==> src/rtl/feature_ram_pkg.sv <==
// Shared constants and types for blocks that read the feature RAM.
// A point occupies LENGTH consecutive words, so an address is simply {point, feature}.
package feature_ram_pkg;

    localparam int ADDR_WIDTH = 14;
    localparam int DATA_WIDTH = 32;
    localparam int DEPTH      = 1024;
    localparam int PT_BITS    = 10;
    localparam int LENGTH     = 16;
    localparam int LEN_BITS   = 4;

    typedef struct packed {
        logic [PT_BITS-1:0]  point;
        logic [LEN_BITS-1:0] feat;
        logic                last_feat;
        logic                last;
    } stream_tag_t;

    typedef enum logic [1:0] {
        ST_IDLE,
        ST_ISSUE,
        ST_DRAIN
    } fsm_state_t;

    function automatic logic [ADDR_WIDTH-1:0] pack_addr(input logic [PT_BITS-1:0]  point,
                                                        input logic [LEN_BITS-1:0] feat);
        return {point, feat};
    endfunction

endpackage

==> src/rtl/sync_fifo.sv <==
// Single-clock FIFO with occupancy count; push when full and pop when empty are dropped.
// Storage is not reset, so readers must qualify dout with !empty.
module sync_fifo #(
    parameter int  WIDTH = 8,
    parameter int  DEPTH = 4,
    localparam int AW    = $clog2(DEPTH)
) (
    input  logic             clk,
    input  logic             rst,
    input  logic             push,
    input  logic             pop,
    input  logic [WIDTH-1:0] din,
    output logic [WIDTH-1:0] dout,
    output logic             full,
    output logic             empty,
    output logic [AW:0]      count
);

    logic [WIDTH-1:0] mem [DEPTH];
    logic [AW-1:0]    wr_ptr;
    logic [AW-1:0]    rd_ptr;
    logic             do_push;
    logic             do_pop;

    assign do_push = push && !full;
    assign do_pop  = pop && !empty;
    assign full    = (count == (AW+1)'(DEPTH));
    assign empty   = (count == '0);
    assign dout    = mem[rd_ptr];

    always_ff @(posedge clk) begin
        if (rst) begin
            wr_ptr <= '0;
            rd_ptr <= '0;
            count  <= '0;
        end else begin
            if (do_push) wr_ptr <= wr_ptr + 1'b1;
            if (do_pop)  rd_ptr <= rd_ptr + 1'b1;
            case ({do_push, do_pop})
                2'b10:   count <= count + 1'b1;
                2'b01:   count <= count - 1'b1;
                default: ;
            endcase
        end
    end

    always_ff @(posedge clk) begin
        if (do_push) mem[wr_ptr] <= din;
    end

endmodule

==> src/rtl/feature_vector_reader.sv <==
// Streams the feature words of a contiguous, wrapping range of points out of the feature RAM.
// Reads are only issued against free FIFO credit, so a stalled sink never loses a word.
module feature_vector_reader
    import feature_ram_pkg::*;
#(
    parameter int RD_LAT     = 1,
    parameter int FIFO_DEPTH = 4
) (
    input  logic                  clk,
    input  logic                  rst,
    input  logic                  start,
    input  logic [PT_BITS-1:0]    pt_first,
    input  logic [PT_BITS:0]      pt_count,
    output logic                  busy,
    output logic                  done,
    output logic                  ram_cs,
    output logic                  ram_we,
    output logic                  ram_oe,
    output logic [ADDR_WIDTH-1:0] ram_addr,
    input  logic [DATA_WIDTH-1:0] ram_data,
    output logic                  m_valid,
    input  logic                  m_ready,
    output logic [DATA_WIDTH-1:0] m_data,
    output logic [PT_BITS-1:0]    m_point,
    output logic [LEN_BITS-1:0]   m_feat,
    output logic                  m_last_feat,
    output logic                  m_last
);

    localparam int CNT_W  = $clog2(FIFO_DEPTH) + 1;
    localparam int FIFO_W = $bits(stream_tag_t) + DATA_WIDTH;

    fsm_state_t          state, state_nx;
    logic [PT_BITS-1:0]  pt_base;
    logic [PT_BITS:0]    pt_total;
    logic [PT_BITS:0]    pt_idx;
    logic [LEN_BITS-1:0] feat_idx;
    logic                done_r;
    logic                accept;
    logic                issue;
    logic                can_issue;
    logic                hs;
    stream_tag_t         issue_tag;
    stream_tag_t         head_tag;
    logic [RD_LAT-1:0]   vld_pipe;
    stream_tag_t         tag_pipe [RD_LAT];
    logic [CNT_W-1:0]    fifo_count;
    logic                fifo_full;
    logic                fifo_empty;
    logic [FIFO_W-1:0]   fifo_dout;
    int                  outstanding;

    // done_r extends busy by one cycle so a start coinciding with done is ignored
    assign busy   = (state != ST_IDLE) || done_r;
    assign done   = done_r;
    assign accept = start && !busy;

    always_comb begin
        issue_tag           = '0;
        issue_tag.point     = pt_base + pt_idx[PT_BITS-1:0];
        issue_tag.feat      = feat_idx;
        issue_tag.last_feat = (feat_idx == LEN_BITS'(LENGTH - 1));
        issue_tag.last      = issue_tag.last_feat && (pt_idx == pt_total - 1'b1);
    end

    // Credit counts words already buffered plus reads still travelling through the RAM
    always_comb begin
        outstanding = 32'(fifo_count);
        for (int i = 0; i < RD_LAT; i++) outstanding += 32'(vld_pipe[i]);
    end

    assign can_issue = (outstanding < FIFO_DEPTH) && !fifo_full;
    assign issue     = (state == ST_ISSUE) && can_issue;

    assign ram_cs   = issue;
    assign ram_oe   = issue;
    assign ram_we   = 1'b0;
    assign ram_addr = issue ? pack_addr(issue_tag.point, issue_tag.feat) : '0;

    always_comb begin
        state_nx = state;
        case (state)
            ST_IDLE:  if (accept && pt_count != '0) state_nx = ST_ISSUE;
            ST_ISSUE: if (issue && issue_tag.last) state_nx = ST_DRAIN;
            ST_DRAIN: if (hs && head_tag.last) state_nx = ST_IDLE;
            default:  state_nx = ST_IDLE;
        endcase
    end

    always_ff @(posedge clk) begin
        if (rst) begin
            state    <= ST_IDLE;
            done_r   <= 1'b0;
            pt_base  <= '0;
            pt_total <= '0;
            pt_idx   <= '0;
            feat_idx <= '0;
        end else begin
            state  <= state_nx;
            done_r <= (accept && pt_count == '0) ||
                      (state == ST_DRAIN && hs && head_tag.last);
            if (accept) begin
                pt_base  <= pt_first;
                pt_total <= pt_count;
                pt_idx   <= '0;
                feat_idx <= '0;
            end else if (issue) begin
                feat_idx <= feat_idx + 1'b1;
                if (issue_tag.last_feat) pt_idx <= pt_idx + 1'b1;
            end
        end
    end

    always_ff @(posedge clk) begin
        if (rst) begin
            vld_pipe <= '0;
        end else begin
            vld_pipe[0] <= issue;
            for (int i = 1; i < RD_LAT; i++) vld_pipe[i] <= vld_pipe[i-1];
        end
    end

    always_ff @(posedge clk) begin
        tag_pipe[0] <= issue_tag;
        for (int i = 1; i < RD_LAT; i++) tag_pipe[i] <= tag_pipe[i-1];
    end

    sync_fifo #(
        .WIDTH (FIFO_W),
        .DEPTH (FIFO_DEPTH)
    ) u_fifo (
        .clk   (clk),
        .rst   (rst),
        .push  (vld_pipe[RD_LAT-1]),
        .pop   (hs),
        .din   ({tag_pipe[RD_LAT-1], ram_data}),
        .dout  (fifo_dout),
        .full  (fifo_full),
        .empty (fifo_empty),
        .count (fifo_count)
    );

    assign head_tag    = stream_tag_t'(fifo_dout[FIFO_W-1:DATA_WIDTH]);
    assign m_valid     = !fifo_empty;
    assign hs          = m_valid && m_ready;
    assign m_data      = m_valid ? fifo_dout[DATA_WIDTH-1:0] : '0;
    assign m_point     = m_valid ? head_tag.point : '0;
    assign m_feat      = m_valid ? head_tag.feat : '0;
    assign m_last_feat = m_valid && head_tag.last_feat;
    assign m_last      = m_valid && head_tag.last;

endmodule

==> config.mk <==
export PLATFORM = sky130hd
export DESIGN_NAME = feature_vector_reader
export DESIGN_NICKNAME = d
export VERILOG_FILES = /design/src/rtl/feature_ram_pkg.sv /design/src/rtl/sync_fifo.sv /design/src/rtl/feature_vector_reader.sv
export SDC_FILE = /design/constraint.sdc
export NUM_CORES = 1
export LEC_CHECK = 0
export CORE_MARGIN = 1
export CORE_UTILIZATION = 35
export DETAILED_ROUTE_END_ITERATION = 12
export GPL_TIMING_DRIVEN = 0
export PLACE_DENSITY = 0.6
export SLEW_MARGIN = 20
export SYNTH_ARGS = -nofsm -noshare
export SYNTH_HDL_FRONTEND = slang
export SYNTH_SLANG_ARGS = --single-unit
==> constraint.sdc <==
create_clock -name clk -period 2.9 [get_ports clk]
set_input_delay 0.435 -clock clk [delete_from_list [all_inputs] [get_ports clk]]
set_output_delay 0.435 -clock clk [all_outputs]
set_load 0.005 [all_outputs]
### Yosys cells after proc, flatten, opt, wreduce, memory -nomap -nowiden

Memory sizes are Yosys's and may differ from the RTL's. A register that Yosys moved wholly into a read port is not among the register bits.
Index checks and enable logic that the tools add are counted.

| word-level totals | value |
|---|---|
| register bits | 47 |
| bits in writable memories | 208 |
| output and inout port bits | 68 |
| logic and storage cells | 74 |
| memories kept | 2 |

Memory list:

| memory | words | width | read ports | clocked after memory_dff | wr ports | RTL line | RTL |
|---|---|---|---|---|---|---|---|
| u_fifo.mem | 4 | 48 | 1 | 1 | 1 | sync_fifo.sv:19 | `logic [WIDTH-1:0] mem [DEPTH];` |
| tag_pipe | 1 | 16 | 1 | 0 | 1 | feature_vector_reader.sv:46 | `stream_tag_t tag_pipe [RD_LAT];` |

| cells by class | value |
|---|---|
| $add $sub $neg | 9 |
| $lt $le $gt $ge | 1 |
| equality and inequality tests | 10 |
| muxes and demuxes | 13 |
| reduce and logical (&&, ||, !) cells | 29 |

Operators with widths:

| cell | number |
|---|---|
| two-way mux 32 bit | 1 |
| logical AND 1 bit | 15 |
| two-way mux 14 bit | 1 |
| adder 11 x 1 -> 11 bit (second input constant) | 1 |
| equality test 11 bit | 1 |
| logical NOT 11 bit | 1 |
| nonzero test 11 bit | 1 |
| subtractor 11 x 1 -> 11 bit (second input constant) | 1 |
| adder 10 bit | 1 |
| two-way mux 10 bit | 1 |
| two-way mux 2 bit | 5 |
| one-hot mux 2 bit (3 select lines) | 1 |
| one-hot mux 3 bit (2 select lines) | 1 |
| adder 2 x 1 -> 2 bit (second input constant) | 2 |
| adder 3 x 1 -> 4 bit | 1 |
| adder 4 x 1 -> 4 bit (second input constant) | 1 |
| equality test 2 x 1 -> 1 bit (second input constant) | 2 |
| equality test 2 bit (second input constant) | 2 |
| equality test 4 bit (second input constant) | 1 |
| less-than comparator 4 x 3 -> 1 bit (second input constant) | 1 |
| two-way mux 4 bit | 1 |
| != test 2 bit (second input constant) | 2 |
| nonzero test 2 bit | 2 |
| adder 3 x 1 -> 3 bit (second input constant) | 1 |
| other kinds (11) | 15 |

### Longest topological paths before layout

| logic depth | value |
|---|---|
| depth in word-level cells | 7 |
| mapped depth | 9 |
| gate-level depth less buffers | 9 |

### By module

Synthesis repeated with hierarchy kept, for this count alone.

| second synthesis, totals | value |
|---|---|
| cells, all modules | 699 |
| area total of the unflattened synthesis | 10516.3 um^2 |

By module, submodules not included:

| module | times used | cells an instance | area an instance (um^2) | sequential area each (um^2) |
|---|---|---|---|---|
| sync_fifo | 1 | 304 | 7388.3 | 5945.7 |
| feature_vector_reader | 1 | 395 | 3128.0 | 1121.1 |

### Least setup slack after synthesis

No wires, ideal clock.

| timing | value |
|---|---|
| path kind | flip-flop to output port |
| from | register pt_idx[0] |
| to | output ram_addr[12] |
| data arrival time | 2101 ps |
| path slack | 364 ps |
| cell stages (with the launch flop) | 10 |
| path buffers | 0 |
| path through | dfxtp_1 ha_1 inv_1 fa_1 nor2b_1 o21ai_0 a21boi_0 o21ai_0 a2111o_1 o21ai_0 |

| on the way | value |
|---|---|
| cells in the longest elaborated chain, start to end | 2 |

Ends and longest elaborated chain:

| element | RTL line | RTL |
|---|---|---|
| start, declared | feature_vector_reader.sv:36 | `logic [PT_BITS:0] pt_idx;` |
| start signal, assigned | feature_vector_reader.sv:109 | `if (issue_tag.last_feat) pt_idx <= pt_idx + 1'b1;` |
| adder 10 bit | feature_vector_reader.sv:60 | `issue_tag.point = pt_base + pt_idx[PT_BITS-1:0];` |
| two-way mux 14 bit | feature_vector_reader.sv:78 | `assign ram_addr = issue ? pack_addr(issue_tag.point, issue_tag.feat) : '0;` |
| end, declared | feature_vector_reader.sv:19 | `output logic [ADDR_WIDTH-1:0] ram_addr,` |

Every way passes these cells.

### Final worst setup path

| timing | value |
|---|---|
| from | register pt_base[0] |
| to | output ram_addr[12] |

| on the way | value |
|---|---|
| cells in the longest elaborated chain, start to end | 2 |

Ends and longest elaborated chain:

| element | RTL line | RTL |
|---|---|---|
| start, declared | feature_vector_reader.sv:34 | `logic [PT_BITS-1:0] pt_base;` |
| start signal, assigned | feature_vector_reader.sv:103 | `pt_base <= pt_first;` |
| adder 10 bit | feature_vector_reader.sv:60 |  |
| two-way mux 14 bit | feature_vector_reader.sv:78 |  |

Every way passes these cells.

==> flow_summary.yaml <==
power:
  p_comb_share_pct: 23.8
  power.internal_mw: 7.27
  power.share.switching_pct: 24.4
  clkPwrFrac_pct: 33.1
  p_sw_mw: 2.35
  power.density_nw_per_um2: 714
  pwr-share-seq_pct: 43.1
  power.leakage_nw: 4.58
  ir_drop_mv: 0.409
sta:
  fin_crit_sh_pct: 101
  slew_headroom_pct: 56.6
  fmax_ghz: 0.342
  whs_ns: 0.292
  post-route-min-period_ns: 2.92
  rsz0062_at_grt: "true"
  tightest_slew_ns: 0.647
  slew_violations: 0
  finClkSkew_ns: 0.00782
  setup_ws_ns: -0.0204
  final-hold-violation-count: 0
  final-setup-viol-count: 1
clock_network:
  ctsRootBufferMaster: "clkbuf_16"
  clk_pin_slew_worst_paths_ns: 0.06
  ctsHtreeMaxLevel: 1
  clkSinkCount: 257
  numCtsBuffers: 27
  cts_buffer_depth: 3
  holdBufCountCts: 0
  cts_tree: "yes"
  clock_latency_ns: 0.53
layout:
  nets: 942
  fin_cells: 1269
  finish.utilization_pct: 46.3
  drive_gt1_share_pct: 19.2
  diodes: 0
  syn_to_final_growth_pct: 28.7
setup_path:
  crit_chain: "ha_4 > inv_2 > fa_2 > nor2b_1 > o21ai_2 > a21boi_2 > o21ai_2 > a2111o_1 > o21ai_1 > buf_2"
  crit_buf_inv: 2
  crit_family: "compound AO/OA/AOI/OAI gates"
  startpoint_type: "flip-flop"
  criticalPathCategory: "flip-flop to primary output"
  worst_ep_arrival_time_ns: 2.49
  cp-end-kind: "primary output"
  crit_slowest_cell: "dfxtp_4"
  critical_path_required_ns: 2.47
  timing.reg2reg.setup_slack_ns: 0.54
  cpMostUsedCell: "o21ai_2"
  max_stage_delay_ns: 0.36
  cp_max_fo: 4
grt:
  grt_pass1_wl_mm: 33.4
  antenna_found_initial: 0
  grt_overflow_total: 0
  grt_pass1_vias: 6140
  grt_use_total_pct: 14.0
  grt_max_degree: 43
floorplan:
  rows: 62
  die_y_um: 175
  die_area_sq_um: 30600
  fp.dieW_um: 175
  start_util_pct: 36.0
  core_area_sq_um: 29100
  io_pins: 125
drt:
  met3_length_mm: 1.14
  wl_per_cell_um: 16.7
  met2_length_mm: 10.0
  drt_first_pass_iters: 4
  antenna_left: 0
  drcViolationCount: 0
  wirelength_mm: 21.2
  drtIter0Drc: 414
  wl_met1_mm: 9.71
  vias_per_cell: 4.78
  maxUsedRoutingLayer: "met4"
  dr_total_vias: 6072
place:
  gp_congestion: 0.760
  pre_cts_ws_ns: -0.435
  dp.cells: 1207
  io_buffers: 122
  dpl.hpwl_mm: 14.0
yosys:
  synth_async_sr_flop_share_pct: 0
  synth_cell_types: 47
  synth_ff_type: "edfxtp_1"
  synth_edf_count: 192
  yosysWarnings: 0
  synth_cells: 697
  seq_area_frac_synth_pct: 67.5
  netlist_area_sq_um: 10500
  syn-num-nets: 773
  ys_ff_latch: 257
  syn_avg_cell_area_sq_um: 15.0
worst_hold_path:
  min_path_type: "input port to flip-flop"
run_status:
  violations: "setup timing"
  status: "finished, violations left"
job:
  drv_cap: 0
-- flip-flops by register name, indices dropped and copies added, names as in the netlist, 2 cells and up, named ones only --
name / count
tag_pipe: 16
u_fifo.rd_ptr: 2
pt_total: 11
u_fifo.mem: 192
u_fifo.wr_ptr: 2
u_fifo.count: 3
pt_base: 10
pt_idx: 11
feat_idx: 4
state: 2
-- layout by cell type (no fill, tap or decap), drive strengths merged, types with 3 or more instances in the layout --
cell type      synthesis  final
edfxtp               192    192
clkdlybuf4s50          0    114
and2                  65     65
dfxtp                 65     65
nand2                 63     63
clkbuf                24     59
mux4                  48     48
nor2                  33     33
a21oi                 33     33
buf                   11     33
inv                   21     22
xor2                  21     21
ha                    17     17
xnor2                 14     14
nor3                  11     11
o21ai                 11     11
clkinv                 0     10
nand4                  8      8
nand3                  7      7
or3                    7      7
and3                   4      4
nor4                   4      4
mux2i                  3      3
dlygate4sd2            0      3
a31oi                  3      3
a21boi                 3      3
-- power by group through the flow --
stage	registers [mW]	logic, mW	clock network (mW)
after floorplan	4.20	1.14	0
after global placement	4.22	2.17	0
after detailed placement	4.22	2.19	0
after CTS	4.15	2.29	3.25
after global routing	4.16	2.52	3.40
final	4.15	2.29	3.18
-- path summary, 6_finish.rpt --
path | depth (start not counted) | end | startpoint
worst max register to register | 8 | state[1] | pt_total[0]
worst min register to register | 0 | tag_pipe[0][3] | feat_idx[1]
worst min-delay path | 2 | done | rst
worst max-delay path | 10 | ram_addr[12] | pt_base[0]
-- cell type report --
class / instances / area (sq um)
Fill cell: 2620 / 15600
Clock inverter: 13 / 91.3
Buffer: 35 / 230
Timing Repair Buffer: 140 / 1420
Tap cell: 384 / 480
Inverter: 21 / 78.8
Multi-Input combinational cell: 384 / 3360
Clock buffer: 35 / 726
Sequential cell: 257 / 7090
-- routing by layer --
metal / global-route usage [%] / vias up
met3: 2.37 / 28
met5: 0 / -
met4: 3.12 / 0
met2: 23.1 / 161
li1: - / 2929
met1: 19.2 / 2954
-- timing repair --
| item | CTS | global route |
|---|---|---|
| endpoints found under the hold margin | 0 | 0 |
| setup buffers | 8 | 6 |
| pin swaps | 8 | 9 |
| resized for setup | 88 | 20 |
| gates cloned | 0 | 0 |
| setup endpoints to repair | 63 | 21 |
-- cells in the mapped netlist, types with 2 or more instances --
| cell | n | share of area, % |
|---|---|---|
| edfxtp_1 | 192 | 55 |
| and2_1 | 65 | 3.9 |
| dfxtp_1 | 65 | 12 |
| nand2_1 | 63 | 2.3 |
| mux4_2 | 48 | 10 |
| a21oi_1 | 33 | 1.6 |
| nor2_1 | 33 | 1.2 |
| clkbuf_1 | 24 | 0.86 |
| inv_1 | 21 | 0.75 |
| xor2_1 | 21 | 1.8 |
| ha_1 | 17 | 2.0 |
| xnor2_1 | 14 | 1.2 |
| nor3_1 | 11 | 0.53 |
| o21ai_0 | 11 | 0.53 |
| nand4_1 | 8 | 0.48 |
| nand3_1 | 7 | 0.33 |
| or3_1 | 6 | 0.36 |
| and3_1 | 4 | 0.24 |
| buf_1 | 4 | 0.14 |
| nor4_1 | 4 | 0.24 |
| a21boi_0 | 3 | 0.22 |
| a31oi_1 | 3 | 0.18 |
| buf_2 | 3 | 0.14 |
| buf_4 | 3 | 0.22 |
| mux2i_1 | 3 | 0.29 |
| a2111oi_0 | 2 | 0.17 |
| a211o_1 | 2 | 0.17 |
| a211oi_1 | 2 | 0.14 |
| a21o_1 | 2 | 0.14 |
| fa_1 | 2 | 0.38 |
| nand2b_1 | 2 | 0.12 |
| nor2b_1 | 2 | 0.12 |
| nor3b_1 | 2 | 0.14 |
| or2_2 | 2 | 0.12 |
-- stage by stage --
step / power [mW] / instance area, sq um / setup TNS (ns)
floorplan: 5.35 / 10500 / 0
global placement: 6.39 / 12200 / -127.59
detailed placement: 6.41 / 12300 / -5.55
CTS: 9.70 / 13400 / -0.149
global route: 10.1 / 13500 / -0.226
finish: 9.62 / 13500 / -0.0204
-- cells by family (layout without fill, tap and decap cells) --
kind of cell,Yosys count,in the layout,share of synthesized area [%]
xor+xnor,35,35,2.93
simple gates,214,214,10.6
mux,52,52,10.7
flops,257,257,67.5
compound gates,63,63,3.57
buf+inv,56,244,2.22
other cells,1,1,0.0358
fa+ha+maj,19,19,2.41
Note: power is estimated with default switching activity, not from simulation.
